==> config.mk <==
export PLATFORM = sky130hd
export DESIGN_NAME = multicycle_ctrl_fsm
export DESIGN_NICKNAME = d
export VERILOG_FILES = /design/src/rtl/multicycle_ctrl_fsm.sv
export SDC_FILE = /design/constraint.sdc
export NUM_CORES = 1
export LEC_CHECK = 0
export ABC_AREA = 0
export BUFFER_PORTS_ARGS = -buffer_cell sky130_fd_sc_hd__buf_2
export CORE_MARGIN = 2
export CORE_UTILIZATION = 36
export DETAILED_ROUTE_END_ITERATION = 16
export GPL_ROUTABILITY_DRIVEN = 0
export PLACE_DENSITY = 0.78
export SETUP_SLACK_MARGIN = 0.15
export SLEW_MARGIN = 15
export SYNTH_ARGS = -nofsm -noshare
export SYNTH_HDL_FRONTEND = slang
export SYNTH_SLANG_ARGS = --single-unit
==> constraint.sdc <==
create_clock -name clk -period 1.4 [get_ports clk]
set_input_delay 0.28 -clock clk [delete_from_list [all_inputs] [get_ports clk]]
set_output_delay 0.28 -clock clk [all_outputs]
set_load 0.01 [all_outputs]
==> src/rtl/multicycle_ctrl_fsm.sv <==
// Multicycle main controller: sequences each instruction from FETCH through
// writeback and emits raw datapath selects plus CondEx-gated write enables.
//
// state  | meaning
// -------+-------------------------------------------------
// FETCH  | load IR, PC <= PC + 4
// DECODE | read registers, precompute PC + 8
// MEMADR | compute memory address (base + imm)
// MEMRD  | read data memory at ALUOut
// MEMWB  | write loaded data to register file
// MEMWR  | write data memory at ALUOut
// EXECR  | ALU op with register operand B
// EXECI  | ALU op with immediate operand B
// ALUWB  | write ALU result and flags
// BRANCH | PC <= branch target when condition passes
module multicycle_ctrl_fsm #(
  parameter int STATE_W = 4
) (
  input  logic               clk,
  input  logic               reset,
  input  logic [1:0]         Op,
  input  logic [5:0]         Funct,
  input  logic               CondEx,
  output logic               IRWrite,
  output logic               AdrSrc,
  output logic [1:0]         ALUSrcA,
  output logic [1:0]         ALUSrcB,
  output logic [1:0]         ResultSrc,
  output logic [1:0]         ALUControl,
  output logic               PCWrite,
  output logic               RegWrite,
  output logic               MemWrite,
  output logic [1:0]         FlagWrite,
  output logic               SatWrite,
  output logic [STATE_W-1:0] State
);

  typedef enum logic [3:0] {
    S_FETCH  = 4'd0,
    S_DECODE = 4'd1,
    S_MEMADR = 4'd2,
    S_MEMRD  = 4'd3,
    S_MEMWB  = 4'd4,
    S_MEMWR  = 4'd5,
    S_EXECR  = 4'd6,
    S_EXECI  = 4'd7,
    S_ALUWB  = 4'd8,
    S_BRANCH = 4'd9
  } state_t;

  state_t state_q;

  logic       next_pc, branch, reg_w, mem_w, alu_op;
  logic       no_write, sat_op, write_ok;
  logic [1:0] flag_w, alu_ctl;

  assign State = STATE_W'(state_q);

  // State register: one transition per clock, reset and illegal codes return to FETCH.
  always_ff @(posedge clk) begin
    if (reset) begin
      state_q <= S_FETCH;
    end else begin
      case (state_q)
        S_FETCH:  state_q <= S_DECODE;
        S_DECODE: begin
          case (Op)
            2'b00:   state_q <= Funct[5] ? S_EXECI : S_EXECR;
            2'b01:   state_q <= S_MEMADR;
            2'b10:   state_q <= S_BRANCH;
            default: state_q <= S_FETCH;
          endcase
        end
        S_MEMADR: state_q <= Funct[0] ? S_MEMRD : S_MEMWR;
        S_MEMRD:  state_q <= S_MEMWB;
        S_EXECR:  state_q <= S_ALUWB;
        S_EXECI:  state_q <= S_ALUWB;
        default:  state_q <= S_FETCH;
      endcase
    end
  end

  // Moore selects per state, ALU decode, then CondEx gating of all write enables.
  always_comb begin
    IRWrite   = 1'b0;
    AdrSrc    = 1'b0;
    ALUSrcA   = 2'b00;
    ALUSrcB   = 2'b00;
    ResultSrc = 2'b00;
    next_pc   = 1'b0;
    branch    = 1'b0;
    reg_w     = 1'b0;
    mem_w     = 1'b0;
    alu_op    = 1'b0;
    case (state_q)
      S_FETCH: begin
        IRWrite   = 1'b1;
        ALUSrcA   = 2'b01;
        ALUSrcB   = 2'b10;
        ResultSrc = 2'b10;
        next_pc   = 1'b1;
      end
      S_DECODE: begin
        ALUSrcA   = 2'b01;
        ALUSrcB   = 2'b10;
        ResultSrc = 2'b10;
      end
      S_MEMADR: ALUSrcB = 2'b01;
      S_MEMRD:  AdrSrc = 1'b1;
      S_MEMWR: begin
        AdrSrc = 1'b1;
        mem_w  = 1'b1;
      end
      S_MEMWB: begin
        ResultSrc = 2'b01;
        reg_w     = 1'b1;
      end
      S_EXECR:  alu_op = 1'b1;
      S_EXECI: begin
        ALUSrcB = 2'b01;
        alu_op  = 1'b1;
      end
      S_ALUWB: begin
        reg_w  = 1'b1;
        alu_op = 1'b1;
      end
      S_BRANCH: begin
        ALUSrcA   = 2'b10;
        ALUSrcB   = 2'b01;
        ResultSrc = 2'b10;
        branch    = 1'b1;
      end
      default: ;
    endcase

    alu_ctl  = 2'b00;
    no_write = 1'b0;
    flag_w   = 2'b00;
    sat_op   = 1'b0;
    if (alu_op) begin
      case (Funct[4:1])
        4'b0100: begin
          alu_ctl = 2'b00;
          flag_w  = {2{Funct[0]}};
          sat_op  = Funct[0];
        end
        4'b0010: begin
          alu_ctl = 2'b01;
          flag_w  = {2{Funct[0]}};
          sat_op  = Funct[0];
        end
        4'b0000: begin
          alu_ctl = 2'b10;
          flag_w  = {Funct[0], 1'b0};
        end
        4'b1100: begin
          alu_ctl = 2'b11;
          flag_w  = {Funct[0], 1'b0};
        end
        4'b1010: begin
          alu_ctl  = 2'b01;
          no_write = 1'b1;
          flag_w   = 2'b11;
        end
        default: no_write = 1'b1;
      endcase
    end

    // A reset edge must never commit a partial write from an aborted instruction.
    write_ok   = CondEx & ~reset;
    ALUControl = alu_ctl;
    PCWrite    = next_pc | (branch & write_ok);
    RegWrite   = reg_w & ~no_write & write_ok;
    MemWrite   = mem_w & write_ok;
    FlagWrite  = (state_q == S_ALUWB) ? (flag_w & {2{write_ok}}) : 2'b00;
    SatWrite   = (state_q == S_ALUWB) & sat_op & write_ok;
  end

endmodule
==> results by group <==
Power
  • Sequential Power Share: 19.5%
  • Total power: 0.674 mW
  • Combinational share of power: 58.1%
  • Worst VDD drop: 0.515 mV
  • Sw Ratio: 38.5%
  • Psw: 0.259 mW
  • Clk pwr share: 22.4%
  • Internal power: 0.414 mW
  • Power Density: 597 mW/mm^2
  • Leakage dissipation: 0.493 nW

STA
  • Fin Setup TNS: -4.60 ns
  • Clock skew: 0.00628 ns
  • RSZ-0062 raised after global routing: yes
  • Max Fclk: 527 MHz
  • Final min period: 1.90 ns
  • Final setup fails: 20
  • Final worst slack: -0.499 ns
  • Slew margin rel.: 79.7%
  • Tcrit/Tclk final: 136%
  • Worst-margin pin slew: 0.301 ns
  • Min Hold Slack: 0.364 ns
  • Hold Vio Cnt, Final: 0
  • Max Slew Vio Count: 0

Global routing
  • First-pass GRT wire length: 3.42 mm
  • Vias in the first global route: 739
  • Largest net degree at the start of global routing: 17
  • GRT Overall Usage: 32.2%
  • GR Overflow Total: 0
  • Initial antenna violation count: 0

Route
  • Wire length on met2: 1.63 mm
  • Detailed Route Iter0 Violations: 58
  • Post-DR vias/cell: 6.40
  • Post-Route WL: 3.21 mm
  • DRT Pass-1 Iters: 4
  • DR DRC count: 0
  • Met3 wire length: 281 um
  • Wire per inst: 23.4 um
  • Max layer used: met4
  • Vias: 877
  • Detail Route Antenna Nets: 0
  • Met1 wire length: 1.15 mm

Logic synthesis
  • Syn_nets: 76
  • Total number of yosys warnings: 0
  • Post-synthesis sequential area ratio: 17.0%
  • Cells after Synth: 65
  • Yosys top cell by area: dfxtp_1
  • Flops & latches, synth: 4
  • Post-synth top area share: 17.0%
  • Avg Cell Area, Syn: 7.24 sq um
  • Distinct cell type count after synthesis: 31
  • Largest cells by area after synthesis: dfxtp_1 (17%), nor3_1 (7.4%), nand2b_1 (6.6%), or4b_1 (6.4%), a21oi_1 (5.3%)
  • Synthesized area: 470 sq um

Finish
  • Nets: 135
  • FILL cells: 54
  • Design area: 0.00113 sq mm
  • Layout cells sized above 1: 77.9%
  • Antenna fix cells: 0
  • Area Growth Syn to Fin: 140%
  • Max reg flops: 4

CTS
  • Clock transition at the registers of the reported paths: 0.04 ns
  • Clock Path Buffers: 2
  • Latest clock arrival within the worst-skew pair: 0.24 ns
  • CTS tree: built
  • # hold bufs at CTS: 0
  • Clock root buffer: clkbuf_4
  • CTS Buf Count: 3
  • H-Tree Depth: 1
  • Clock sink count: 4

Placed design
  • # port buffers: 30
  • Post-Place Cell Area: 820 sq um
  • DP HPWL: 1.28 mm

Setup path
  • Critical Path Start Type: flop
  • CP Capture Type: output pin
  • Worst EP arrival: 1.62 ns
  • Crit path cell chain: or4b_1 > a21o_1 > nor3_2 > buf_2
  • CP peak stage delay: 0.53 ns
  • Worst-path fanout max: 2
  • Kind of critical path: flop to output pin
  • Slowest cell on the critical path: or4b_1
  • CP required: 1.12 ns
  • Buffers & Inverters on Critical Path: 1
  • Top Family by Delay on Critical Path: simple AND/OR/NAND/NOR gates

Die
  • # rows: 13
  • Vert. Die Dim: 40.2 um
  • Starting Density: 37.6%
  • I/O pin count: 31
  • Core area: 0.00125 sq mm
  • DIE WIDTH: 40.2 um
  • Die area: 0.00161 sq mm

Status
  • Failing checks: negative setup slack
  • Status: complete, but fails checks

Worst hold path
  • HP Class: input port to flop

Job
  • Max_cap viols: 0
==> power groups by stage <==
stage                     Clock (mW)  Combinational, mW  Sequential [mW]
final                          0.151              0.391            0.132
after global routing           0.155              0.408            0.132
after CTS                      0.145              0.300            0.129
after detailed placement           0              0.245            0.130
after global placement             0              0.237            0.130
after floorplan                    0              0.131            0.137
==> worst min-delay path: cells and delay by family <==
kind	cells	cell delay [ns]
AO/OA/AOI/OAI	1	0.04
buffers and inverters	2	0.23
==> per-layer routing <==
layer,global-route usage (%),vias up
met3,7.78,26
met5,0,-
met1,33.8,409
li1,-,359
met4,24.1,0
met2,54.8,83
==> cell type report <==
type	instances	area, sq um	area share, %
well taps	15	18.8	1.66
multi-input cells	53	508	45.0
inverters	3	13.8	1.22
flip-flops and latches	4	87.6	7.76
clock buffers	3	22.5	2.00
repair buffers	59	478	42.4
==> layout by cell type (no fill, tap or decap), types with 2 or more instances in the layout <==
master	n
a21o_1	2
dfxtp_2	3
xor2_1	2
o21ai_0	2
buf_6	14
nand3b_1	2
buf_4	15
buf_2	26
or4b_4	2
nand2b_4	3
nor3_2	7
clkbuf_4	3
nand4b_1	2
nand2b_1	2
buf_8	2
a211oi_2	2
xnor2_1	2
nand2_1	3
a21oi_2	4
==> cells by family after synthesis <==
logic type | synth area share [%]
flip-flops | 17.0
XOR/XNOR | 7.45
AND/OR/NAND/NOR | 44.4
buffers and inverters | 7.98
AO/OA/AOI/OAI | 23.1
==> synthesized netlist by cell type <==
master	count
o21a_1	1
clkbuf_1	2
a2111oi_0	1
dfxtp_1	4
nand2_1	3
inv_1	1
inv_2	2
buf_1	2
a31oi_1	1
nor3_1	7
nand4b_1	2
o211ai_1	1
nand3b_1	2
o21ai_0	2
xnor2_1	2
or4b_1	3
nor2_1	3
a21oi_1	5
nand3_1	1
or3_1	2
xor2_1	2
a211oi_1	1
a211oi_2	1
nor3_2	1
nor4b_1	1
nand2b_1	5
o32ai_1	1
nor3b_1	2
a21o_1	2
nor4_1	1
buf_6	1
==> timing repair <==
action                                  CTS  global route
endpoints found under the setup margin   19            23
gates cloned                              1             0
endpoints found under the hold margin     0             0
buffers inserted                          6             3
resized for setup                        22            22
pin swaps                                 9             7
==> metrics by stage <==
step	setup slack (ns)	utilization, %	cells
global route	-0.537	90.1	137
global placement	-0.135	65.4	124
detailed placement	-0.154	65.4	124
floorplan	-0.174	-	65
finish	-0.499	90.1	137
CTS	-0.369	81.7	134
==> final timing paths <==
check,from,to,slack (ns),depth (start not counted)
worst min-delay path,reset,State[3],0.36,3
worst max register to register,State[2],State[3],-0.21,5
worst max-delay path,State[1],ALUControl[1],-0.50,4
worst min register to register,State[0],State[0],0.67,3
Power figures use the tool's default switching activity.
